File: src/rtl/cache_controller_pkg.sv
// rtl/cache_controller_pkg.sv - shared widths, address fields and FSM encodings for the data cache controller
package cache_defs;

  localparam int ADDR_W = 32;
  localparam int DATA_W = 32;
  localparam int LINE_W = 64;

  localparam int SET_LO   = 3;
  localparam int SET_HI   = 8;
  localparam int TAG_LO   = 9;
  localparam int TAG_HI   = 18;
  localparam int WORD_SEL = 2;

  typedef enum logic [1:0] {
    ST_IDLE    = 2'd0,
    ST_RD_MISS = 2'd1,
    ST_WR_THRU = 2'd2
  } cc_state_t;

endpackage

File: src/rtl/cache_controller_sat_counter.sv
// rtl/cache_controller_sat_counter.sv - saturating up-counter for cache statistics
module sat_counter #(
  parameter int CNT_W = 16
) (
  input  logic             clk,
  input  logic             rst,
  input  logic             inc,
  output logic [CNT_W-1:0] count
);

  always_ff @(posedge clk) begin
    if (rst) begin
      count <= '0;
    end else if (inc && (count != {CNT_W{1'b1}})) begin
      count <= count + 1'b1;
    end
  end

endmodule

File: src/rtl/cache_controller.sv
// rtl/cache_controller.sv - MEM-stage data cache sequencer: read-miss line fill, write-through with invalidate
module cache_controller
  import cache_defs::*;
#(
  parameter int ADDR_W = cache_defs::ADDR_W,
  parameter int DATA_W = cache_defs::DATA_W,
  parameter int LINE_W = cache_defs::LINE_W,
  parameter int CNT_W  = 16
) (
  input  logic              clk,
  input  logic              rst,
  input  logic              mem_r_en,
  input  logic              mem_w_en,
  input  logic [ADDR_W-1:0] mem_addr,
  input  logic [DATA_W-1:0] mem_wdata,
  output logic [DATA_W-1:0] mem_rdata,
  output logic              ready,
  input  logic              cache_hit,
  input  logic [DATA_W-1:0] cache_rdata,
  output logic [ADDR_W-1:0] cache_addr,
  output logic              cache_fill,
  output logic [LINE_W-1:0] cache_fill_line,
  output logic              cache_invalidate,
  output logic              sram_r_en,
  output logic              sram_w_en,
  output logic [ADDR_W-1:0] sram_addr,
  output logic [DATA_W-1:0] sram_wdata,
  input  logic [LINE_W-1:0] sram_rdata,
  input  logic              sram_ready,
  output logic [CNT_W-1:0]  hit_count,
  output logic [CNT_W-1:0]  miss_count
);

  cc_state_t state;
  cc_state_t state_nxt;
  logic      hit_inc;
  logic      miss_inc;
  logic      write_addr_sel;

  always_ff @(posedge clk) begin
    if (rst) begin
      state <= ST_IDLE;
    end else begin
      state <= state_nxt;
    end
  end

  // Outputs are Mealy; while rst is high everything looks like an idle, request-free cycle
  // so the SRAM side never sees an enable that the same edge is about to cancel.
  always_comb begin
    state_nxt        = state;
    ready            = 1'b1;
    mem_rdata        = '0;
    cache_fill       = 1'b0;
    cache_fill_line  = sram_rdata;
    cache_invalidate = 1'b0;
    sram_r_en        = 1'b0;
    sram_w_en        = 1'b0;
    hit_inc          = 1'b0;
    miss_inc         = 1'b0;
    write_addr_sel   = 1'b0;

    if (!rst) begin
      case (state)
        ST_IDLE: begin
          if (mem_w_en) begin
            ready            = 1'b0;
            sram_w_en        = 1'b1;
            cache_invalidate = cache_hit;
            write_addr_sel   = 1'b1;
            state_nxt        = ST_WR_THRU;
          end else if (mem_r_en) begin
            if (cache_hit) begin
              mem_rdata = cache_rdata;
              hit_inc   = 1'b1;
            end else begin
              ready     = 1'b0;
              sram_r_en = 1'b1;
              miss_inc  = 1'b1;
              state_nxt = ST_RD_MISS;
            end
          end
        end

        ST_RD_MISS: begin
          if (sram_ready) begin
            cache_fill = 1'b1;
            mem_rdata  = mem_addr[WORD_SEL] ? sram_rdata[LINE_W-1:DATA_W]
                                            : sram_rdata[DATA_W-1:0];
            state_nxt  = ST_IDLE;
          end else begin
            ready     = 1'b0;
            sram_r_en = 1'b1;
          end
        end

        ST_WR_THRU: begin
          write_addr_sel = 1'b1;
          if (sram_ready) begin
            state_nxt = ST_IDLE;
          end else begin
            ready     = 1'b0;
            sram_w_en = 1'b1;
          end
        end

        default: state_nxt = ST_IDLE;
      endcase
    end
  end

  assign cache_addr = mem_addr;
  assign sram_wdata = mem_wdata;
  assign sram_addr  = write_addr_sel ? mem_addr : {mem_addr[ADDR_W-1:3], 3'b000};

  sat_counter #(.CNT_W(CNT_W)) u_hit_cnt (
    .clk   (clk),
    .rst   (rst),
    .inc   (hit_inc),
    .count (hit_count)
  );

  sat_counter #(.CNT_W(CNT_W)) u_miss_cnt (
    .clk   (clk),
    .rst   (rst),
    .inc   (miss_inc),
    .count (miss_count)
  );

endmodule

File: config.mk
export PLATFORM = sky130hd
export DESIGN_NAME = cache_controller
export DESIGN_NICKNAME = d
export VERILOG_FILES = /design/src/rtl/cache_controller_pkg.sv /design/src/rtl/cache_controller_sat_counter.sv /design/src/rtl/cache_controller.sv
export SDC_FILE = /design/constraint.sdc
export NUM_CORES = 1
export LEC_CHECK = 0
export CAP_MARGIN = 10
export CORE_AREA = 5 5 152 154
export CTS_CLUSTER_SIZE = 10
export DETAILED_ROUTE_END_ITERATION = 10
export DIE_AREA = 0 0 157 159
export MAX_ROUTING_LAYER = met4
export SLEW_MARGIN = 0
export SYNTH_ARGS = -nofsm -noshare
export SYNTH_HDL_FRONTEND = slang
export SYNTH_HIERARCHICAL = 1
export SYNTH_SLANG_ARGS = --single-unit
File: constraint.sdc
create_clock -name clk -period 6.8 [get_ports clk]
set_input_delay 1.36 -clock clk [delete_from_list [all_inputs] [get_ports clk]]
set_output_delay 1.36 -clock clk [all_outputs]
set_load 0.02 [all_outputs]
==> results of run 1 <==
[worst paths after layout]
path | start | depth (start not counted) | slack (ns) | endpoint
setup / recovery | mem_w_en | 5 | 1.60 | mem_rdata[25]
hold / removal | state[1] | 2 | 0.54 | state[1]
setup reg to reg | state[1] | 7 | 3.30 | u_hit_cnt/count[11]
hold reg to reg | state[1] | 2 | 0.54 | state[1]
[state kept, by name, summed over array words and instances, names as in the netlist]
name and count:
state 2, u_hit_cnt/count 16, u_miss_cnt/count 16
[tightest hold or removal path, cell delays in order, from the launching register on]
cell and delay, ns:
dfxtp_1 0.34, nand3_1 0.08, a31oi_1 0.07
[power breakdown]
group | switching, µW | internal, µW | total, µW | leakage [µW]
Sequential | 1.77 | 201 | 203 | 0.000274
Clock | 97.6 | 134 | 231 | 0.0000619
Combinational | 119 | 131 | 250 | 0.00147
Total | 218 | 466 | 684 | 0.00181
[per-stage QoR]
stage | setup WS, ns | cells | hold WS, ns | cell area [µm²]
6_report | 1.601 | 856 | 0.5377 | 5827
5_1_grt | 1.414 | 856 | 0.5674 | 5827
4_1_cts | 1.528 | 856 | 0.5381 | 5827
3_5_place_dp | 1.533 | 849 | 0.5221 | 5687
3_3_place_gp | 1.554 | 849 | 0.5227 | 5687
2_1_floorplan | 3.185 | 505 | 0.4887 | 4237
[cells in the mapped netlist, types with 7 or more instances]
cell type,instances
nand2_1,13
inv_1,9
nor2_1,16
buf_4,160
o31ai_1,12
mux2_2,32
nor2_2,29
or4_1,14
o21ai_0,9
nor2b_1,8
nor3_1,9
dfxtp_1,34
a22oi_2,29
a21oi_1,23
nand3_1,14
buf_2,7
[kinds of logic after synthesis]
group | count (synthesis)
xor gates and xnor gates | 4
buffers and inverters | 190
DFF | 34
adders and majority gates | 6
and+or+nand+nor | 148
muxes | 36
AOI/OAI and AO/OA | 87
[cell type report]
cell class,instances,share of cell area [%]
well taps,280,6.012
multi-input cells,281,37.41
clock buffers,5,2.147
inverters,9,0.5798
repair buffers,245,41.92
flip-flops and latches,34,11.68
clock inverters,2,0.2577
[routing by layer]
layer  wire, µm  up-vias
li1           -     1779
met2       6843      225
met1       6392     1675
met3       1742       13
met4        182        0
met5          0        -
==> impl_metrics.toml, run 1 <==
[status]
outcome = "finished, final reports clean"

[run]
cap_violations = 0

[clocking]
htreeDepth = 2
clk_pin_slew_worst_paths_ns = 0.06
cts.sinks = 34
postCtsHoldBufs = 0
cts_buffers = 5
root_buffer = "clkbuf_16"
cts_tree = "built"
post_cts_buffers = 0
cts_resized = 0
cts_buffer_depth = 2
insertion_delay_ns = 0.29

[cells_and_area]
final_util_pct = 27.03
antenna_cells = 0
ff_latch_area_um2 = 680.7
final_nets = 748
drive_above_1_share_pct = 19.10
final_common_cell = "clkdlybuf4s50_1"
fillCellCount = 2341
multi_input_area_um2 = 2180
layout_common_cells = "clkdlybuf4s50_1 (242), dfxtp_1 (34), mux2_2 (32)"
areaGrowthSynthToFinish_pct = 37.54

[setup_path]
timing.critical_path.buf_inv = 2
worstPathRequired_ns = 5.44
path_max_fanout = 33
crit_chain = "clkdlybuf4s50_1, and4b_2, a22oi_2, nor2_2, clkdlybuf4s50_1"
crit_type = "in2out"
start_kind = "input pin"
path_delay_family = "simple AND/OR/NAND/NOR gates"
crit_top_cell = "clkdlybuf4s50_1"
cp-end-kind = "primary output"
slowest_delay_ns = 1.02
crit_arrival_ns = 3.84
cp_slowest_cell = "and4b_2"

[drt]
ant_nets = 0
routed_wl_um = 15160
wl_per_cell_um = 17.71
drt_iter0_markers = 99
first_pass_iters = 4
via_per_inst = 4.313
vias = 3692
drc = 0

[die]
die_x_um = 157
initial_utilization_pct = 19.66
die_h_um = 159
dieArea_um2 = 24960
core_area_um2 = 21550
io_pins = 395
rows = 54

[timing]
rsz0062_at_grt = "no"
finalSetupTns_ns = 0
fmax_mhz = 192.3
hold_viol_final = 0
finClkSkew_ns = 0.003853
timing.final.crit_period_ns = 5.199
fin_crit_sh_pct = 76.46
slew_violations = 0
finalSetupViolations = 0
relSlewSlack_pct = 31.14
worstMarginPinSlew_ns = 1.033

[min_path]
hold_path.class = "reg2reg"

[grt]
grtUsageMet2_pct = 17.74
grt_pass1_wl_um = 22160
grt_util_met1_pct = 14.18
grt_overflow = 0
grt_util_met3_pct = 4.730
antenna_found_initial = 2
first_global_vias = 3626
grt_max_degree = 36
track_usage_pct = 11.58
grt-busiest-layer = "met2"

[yosys]
synth_seq_cells = 34
synth_xor_area_share_pct = 0.8269
synth_cell_types = 47
synthTopCellsByArea = "buf_4 (28%), dfxtp_1 (16%), a22oi_2 (8.6%)"
syn_inst = 505
async_flop_share_pct = 0
synth_top_area_cell = "buf_4"
ys.flop_type = "dfxtp_1"
netlist.area_leader.share_pct = 28.35
synthAdderAreaFrac_pct = 1.772
synth-simple-area-share_pct = 22.00
syn-cell-area_um2 = 4237
syn-num-nets = 677
synth_warnings = 6
syn_avg_cell_area_um2 = 8.389
synth_top_family_by_area = "buffers and inverters"
synth_edf_count = 0
synth.area.mux_share_pct = 9.510
synth_compound_area_share_pct = 17.01
yosysSeqAreaShare_pct = 16.07

[place]
portBuffers = 243
gp_congestion = 0.7732
dp_hpwl_um = 12290

[power_and_ir_drop]
p_per_area_nw_per_um2 = 117.3
max-vdd-ir-drop_uv = 75.43
power_leakage_uw = 0.001806
p_total_uw = 683.6
Note: power is estimated with default switching activity, not from simulation.
==> inputs of run 2 (changes only) <==
clock period = 5.2 ns   (was 6.8 ns; I/O delays follow)
==> impl_metrics.toml, run 2 (same netlist as run 1, synthesis figures left out) <==
[status]
outcome = "finished, final reports clean"

[clocking]
post_cts_buffers = 0
cts_buffer_depth = 2
cts.sinks = 34
cts_tree = "built"
cts_buffers = 5
htreeDepth = 2
postCtsHoldBufs = 0
clk_pin_slew_worst_paths_ns = 0.06
cts_resized = 0
insertion_delay_ns = 0.29
root_buffer = "clkbuf_16"

[min_path]
whs_endpoint = "state[1]"
worstHoldStart = "state[1]"
whs_path_depth = 2
hold_path.class = "reg2reg"

[setup_path]
cp_slowest_cell = "and4b_2"
cp-end-kind = "primary output"
timing.critical_path.buf_inv = 3
rrSetupSlack_ns = 1.92
crit_arrival_ns = 3.35
ff2ff_path_depth = 7
path_delay_family = "buffers and inverters"
crit_top_cell = "clkdlybuf4s50_1"
cp_num_cells = 6
worstPathRequired_ns = 4.16
start_kind = "input pin"
crit_chain = "clkdlybuf4s50_1, and4b_2, buf_4, a22oi_1, nor2_1, clkdlybuf4s50_1"
path_max_fanout = 18
reg2reg_from = "state[1]"
crit_type = "in2out"
r2r-end = "u_hit_cnt/count[11]"
slowest_delay_ns = 0.66

[drt]
drt_iter0_markers = 97
ant_nets = 0
drc = 0
wl_per_cell_um = 18.11
routed_wl_um = 15590
first_pass_iters = 4
via_per_inst = 4.369
vias = 3762

[die]
rows = 54
die_x_um = 157
core_area_um2 = 21550
io_pins = 395
initial_utilization_pct = 19.66
dieArea_um2 = 24960
die_h_um = 159

[grt]
grt_overflow = 0
grt_util_met1_pct = 14.86
grt-busiest-layer = "met2"
antenna_found_initial = 0
grt_max_degree = 35
grtUsageMet2_pct = 18.66
grt_pass1_wl_um = 22790
first_global_vias = 3688
grt_util_met3_pct = 4.539
track_usage_pct = 11.97

[timing]
fmax_mhz = 228.0
rsz0062_at_grt = "no"
timing.final.crit_period_ns = 4.386
slew_violations = 0
fin_crit_sh_pct = 84.35
hold_viol_final = 0
finalSetupTns_ns = 0
finClkSkew_ns = 0.003433
worstMarginPinSlew_ns = 0.8229
finalSetupViolations = 0
relSlewSlack_pct = 45.14

[place]
dp_hpwl_um = 12720
placed_cells = 854
gp_congestion = 0.7772
portBuffers = 243

[cells_and_area]
final_nets = 753
reg_top3 = "u_hit_cnt/count (16), u_miss_cnt/count (16), state (2)"
layout_common_cells = "clkdlybuf4s50_1 (242), dfxtp_1 (34), mux2_2 (32)"
finalNonFillerCells = 861
areaGrowthSynthToFinish_pct = 38.42
antenna_cells = 0
final_common_cell = "clkdlybuf4s50_1"
drive_above_1_share_pct = 19.79
fillCellCount = 2319

[power_and_ir_drop]
p_per_area_nw_per_um2 = 153.4
max-vdd-ir-drop_uv = 91.39
power_leakage_uw = 0.001833

[run]
cap_violations = 0
run 2: how the worst max path moves through the flow:
stage          startpoint      endpoint  slack (ns)
2_1_floorplan         rst  mem_rdata[1]        2.23
6_report         mem_w_en  mem_rdata[1]        0.81
5_1_grt          mem_w_en  mem_rdata[1]        0.66
4_1_cts          mem_w_en  mem_rdata[1]        0.77
3_5_place_dp     mem_w_en  mem_rdata[1]        0.78
3_3_place_gp     mem_w_en  mem_rdata[1]        0.83
run 2: worst reg2reg max path, delay by kind of cell, from the launching register on:
family,cells,cell delay [ns]
fa+ha+maj,1,0.34
flops,1,0.34
mux,1,0.37
buf+inv,1,0.10
simple gates,4,2.01
run 2: stage by stage:
stage,hold WS (ns),power [µW],setup WS [ns],cell area [µm²],utilization [%]
finish,0.5358,899.9,0.8137,5864,27.21
global route,0.5789,948.7,0.6560,5864,27.21
CTS,0.5387,924.6,0.7654,5864,27.21
detailed placement,0.5259,603.4,0.7806,5724,26.56
global placement,0.5243,603.7,0.8305,5724,26.56
floorplan,0.4887,556.7,2.225,4237,-
run 2: power by group:
part	internal (µW)	leakage [µW]	total (µW)	switching, µW
Combinational	173	0.00150	330	157
Clock	175	0.0000619	305	130
Sequential	262	0.000274	265	2.42
run 2: per-layer routing:
| metal | wire (µm) | vias up |
|---|---|---|
| met1 | 6472 | 1744 |
| met4 | 128 | 0 |
| met5 | 0 | - |
| met2 | 7190 | 220 |
| li1 | - | 1789 |
| met3 | 1802 | 9 |
run 2: layout make-up:
type,instances,area [µm²],area share (%)
Sequential cell,34,680.7,11.61
Multi-Input combinational cell,281,2180,37.17
Timing Repair Buffer,250,2480,42.29
Inverter,9,33.78,0.5761
Clock inverter,2,15.01,0.2560
Tap cell,280,350.3,5.974
Clock buffer,5,125.1,2.134
==> inputs of run 3 (changes only) <==
clock period = 4.2 ns   (was 5.2 ns; I/O delays follow)
==> impl_metrics.toml, run 3 (same netlist as run 1, synthesis figures left out) <==
[status]
outcome = "finished, final reports clean"

[cells_and_area]
final_common_cell = "clkdlybuf4s50_1"
reg_top3 = "u_hit_cnt/count (16), u_miss_cnt/count (16), state (2)"
areaGrowthSynthToFinish_pct = 39.90
final_util_pct = 27.50
layout_common_cells = "clkdlybuf4s50_1 (241), dfxtp_1 (34), mux2_2 (32)"
fillCellCount = 2290
final_nets = 755
drive_above_1_share_pct = 20.21

[place]
gp_congestion = 0.7641
portBuffers = 243
dp_hpwl_um = 12370

[timing]
hold_viol_final = 0
worstMarginPinSlew_ns = 0.8203
fmax_mhz = 276.6
finalSetupViolations = 0
fin_crit_sh_pct = 86.08
slew_violations = 0
relSlewSlack_pct = 44.90
finalSetupTns_ns = 0
finClkSkew_ns = 0.005961
rsz0062_at_grt = "no"
timing.final.crit_period_ns = 3.615

[die]
die_x_um = 157
initial_utilization_pct = 19.66
dieArea_um2 = 24960
rows = 54
io_pins = 395
die_h_um = 159
core_area_um2 = 21550

[clocking]
htreeDepth = 2
cts_buffers = 5
cts_buffer_depth = 2
clk_pin_slew_worst_paths_ns = 0.06
postCtsHoldBufs = 0
cts.sinks = 34
root_buffer = "clkbuf_16"
cts_resized = 0
insertion_delay_ns = 0.28
cts_tree = "built"
post_cts_buffers = 0

[setup_path]
r2r-end = "u_hit_cnt/count[11]"
crit_chain = "clkdlybuf4s50_1, and4b_2, buf_12, a22oi_2, nor2_2, clkdlybuf4s50_1"
timing.critical_path.buf_inv = 3
start_kind = "input pin"
crit_top_cell = "clkdlybuf4s50_1"
rrSetupSlack_ns = 1.67
worstPathRequired_ns = 3.36
crit_type = "in2out"
cp_slowest_cell = "clkdlybuf4s50_1"
crit_arrival_ns = 2.78
slowest_delay_ns = 0.61
path_delay_family = "buffers and inverters"
reg2reg_from = "state[1]"
path_max_fanout = 32
ff2ff_path_depth = 9
cp-end-kind = "primary output"

[grt]
track_usage_pct = 11.48
antenna_found_initial = 2
grt_util_met1_pct = 13.80
grt_max_degree = 35
first_global_vias = 3632
grt-busiest-layer = "met2"
grt_overflow = 0
grt_util_met3_pct = 5.164
grt_pass1_wl_um = 22400
grtUsageMet2_pct = 17.70

[drt]
drt_iter0_markers = 119
drc = 0
routed_wl_um = 15150
first_pass_iters = 4
ant_nets = 0
via_per_inst = 4.360
vias = 3776
wl_per_cell_um = 17.50

[power_and_ir_drop]
power_leakage_uw = 0.001867
max-vdd-ir-drop_uv = 112.4
p_per_area_nw_per_um2 = 188.5

[min_path]
whs_endpoint = "u_hit_cnt/count[12]"
whs_path_depth = 2
worstHoldStart = "u_hit_cnt/count[12]"
hold_path.class = "reg2reg"

[run]
cap_violations = 0
[run 3: cell types whose count changed in the layout (fill, tap and decap cells not counted), sizes merged]
cell | previous run | this run
buf | 8 | 11
clkinvlp | 2 | 0
diode | 0 | 2
clkinv | 0 | 1
clkbuf | 5 | 7
clkdlybuf4s50 | 242 | 241
[run 3: worst max-delay path by stage]
stage	cells after the start	slack, ns	from	end
after floorplan	8	1.59	mem_w_en	u_hit_cnt/count[9]
after global placement	6	0.60	mem_w_en	mem_rdata[3]
after detailed placement	6	0.58	mem_w_en	mem_rdata[3]
after CTS	6	0.58	mem_w_en	mem_rdata[3]
after global routing	6	0.46	mem_w_en	mem_rdata[1]
final	6	0.58	mem_w_en	mem_rdata[11]
[run 3: per-layer routing]
layer | routed length, µm | up-vias | share of wire [%]
met1 | 6224 | 1730 | 41
met5 | 0 | - | 0
met3 | 1884 | 15 | 12
met4 | 194 | 0 | 1.3
li1 | - | 1799 | -
met2 | 6849 | 232 | 45
[run 3: area by class of cell]
type	count	area, µm²	area share [%]
Clock buffer	7	142.6	2.407
Timing Repair Buffer	252	2530	42.69
Tap cell	280	350.3	5.911
Clock inverter	1	5.005	0.08444
Multi-Input combinational cell	281	2180	36.77
Antenna cell	2	5.005	0.08444
Sequential cell	34	680.7	11.48
Inverter	9	33.78	0.5700
[run 3: through the flow]
step	hold slack, ns	total power [µW]	cells	setup WS (ns)	instance area [µm²]
after floorplan	0.4887	689.2	505	1.593	4237
after global placement	0.5211	753.0	856	0.5978	5774
after detailed placement	0.5273	752.7	856	0.5833	5774
after CTS	0.5389	1144	864	0.5784	5922
after global routing	0.5698	1175	866	0.4583	5927
final	0.5377	1117	866	0.5848	5927
[run 3: where the power goes]
part / switching, µW / total [µW] / internal, µW / leakage (µW)
Clock: 141 / 376 / 235 / 0.0000739
Sequential: 2.98 / 328 / 325 / 0.000274
Combinational: 193 / 413 / 220 / 0.00152
Total: 337 / 1120 / 780 / 0.00187
[run 3: worst min-delay path, delay by kind of cell, from the launching register on]
kind	cells	cell delay [ns]
DFF	1	0.34
and+or+nand+nor	2	0.15
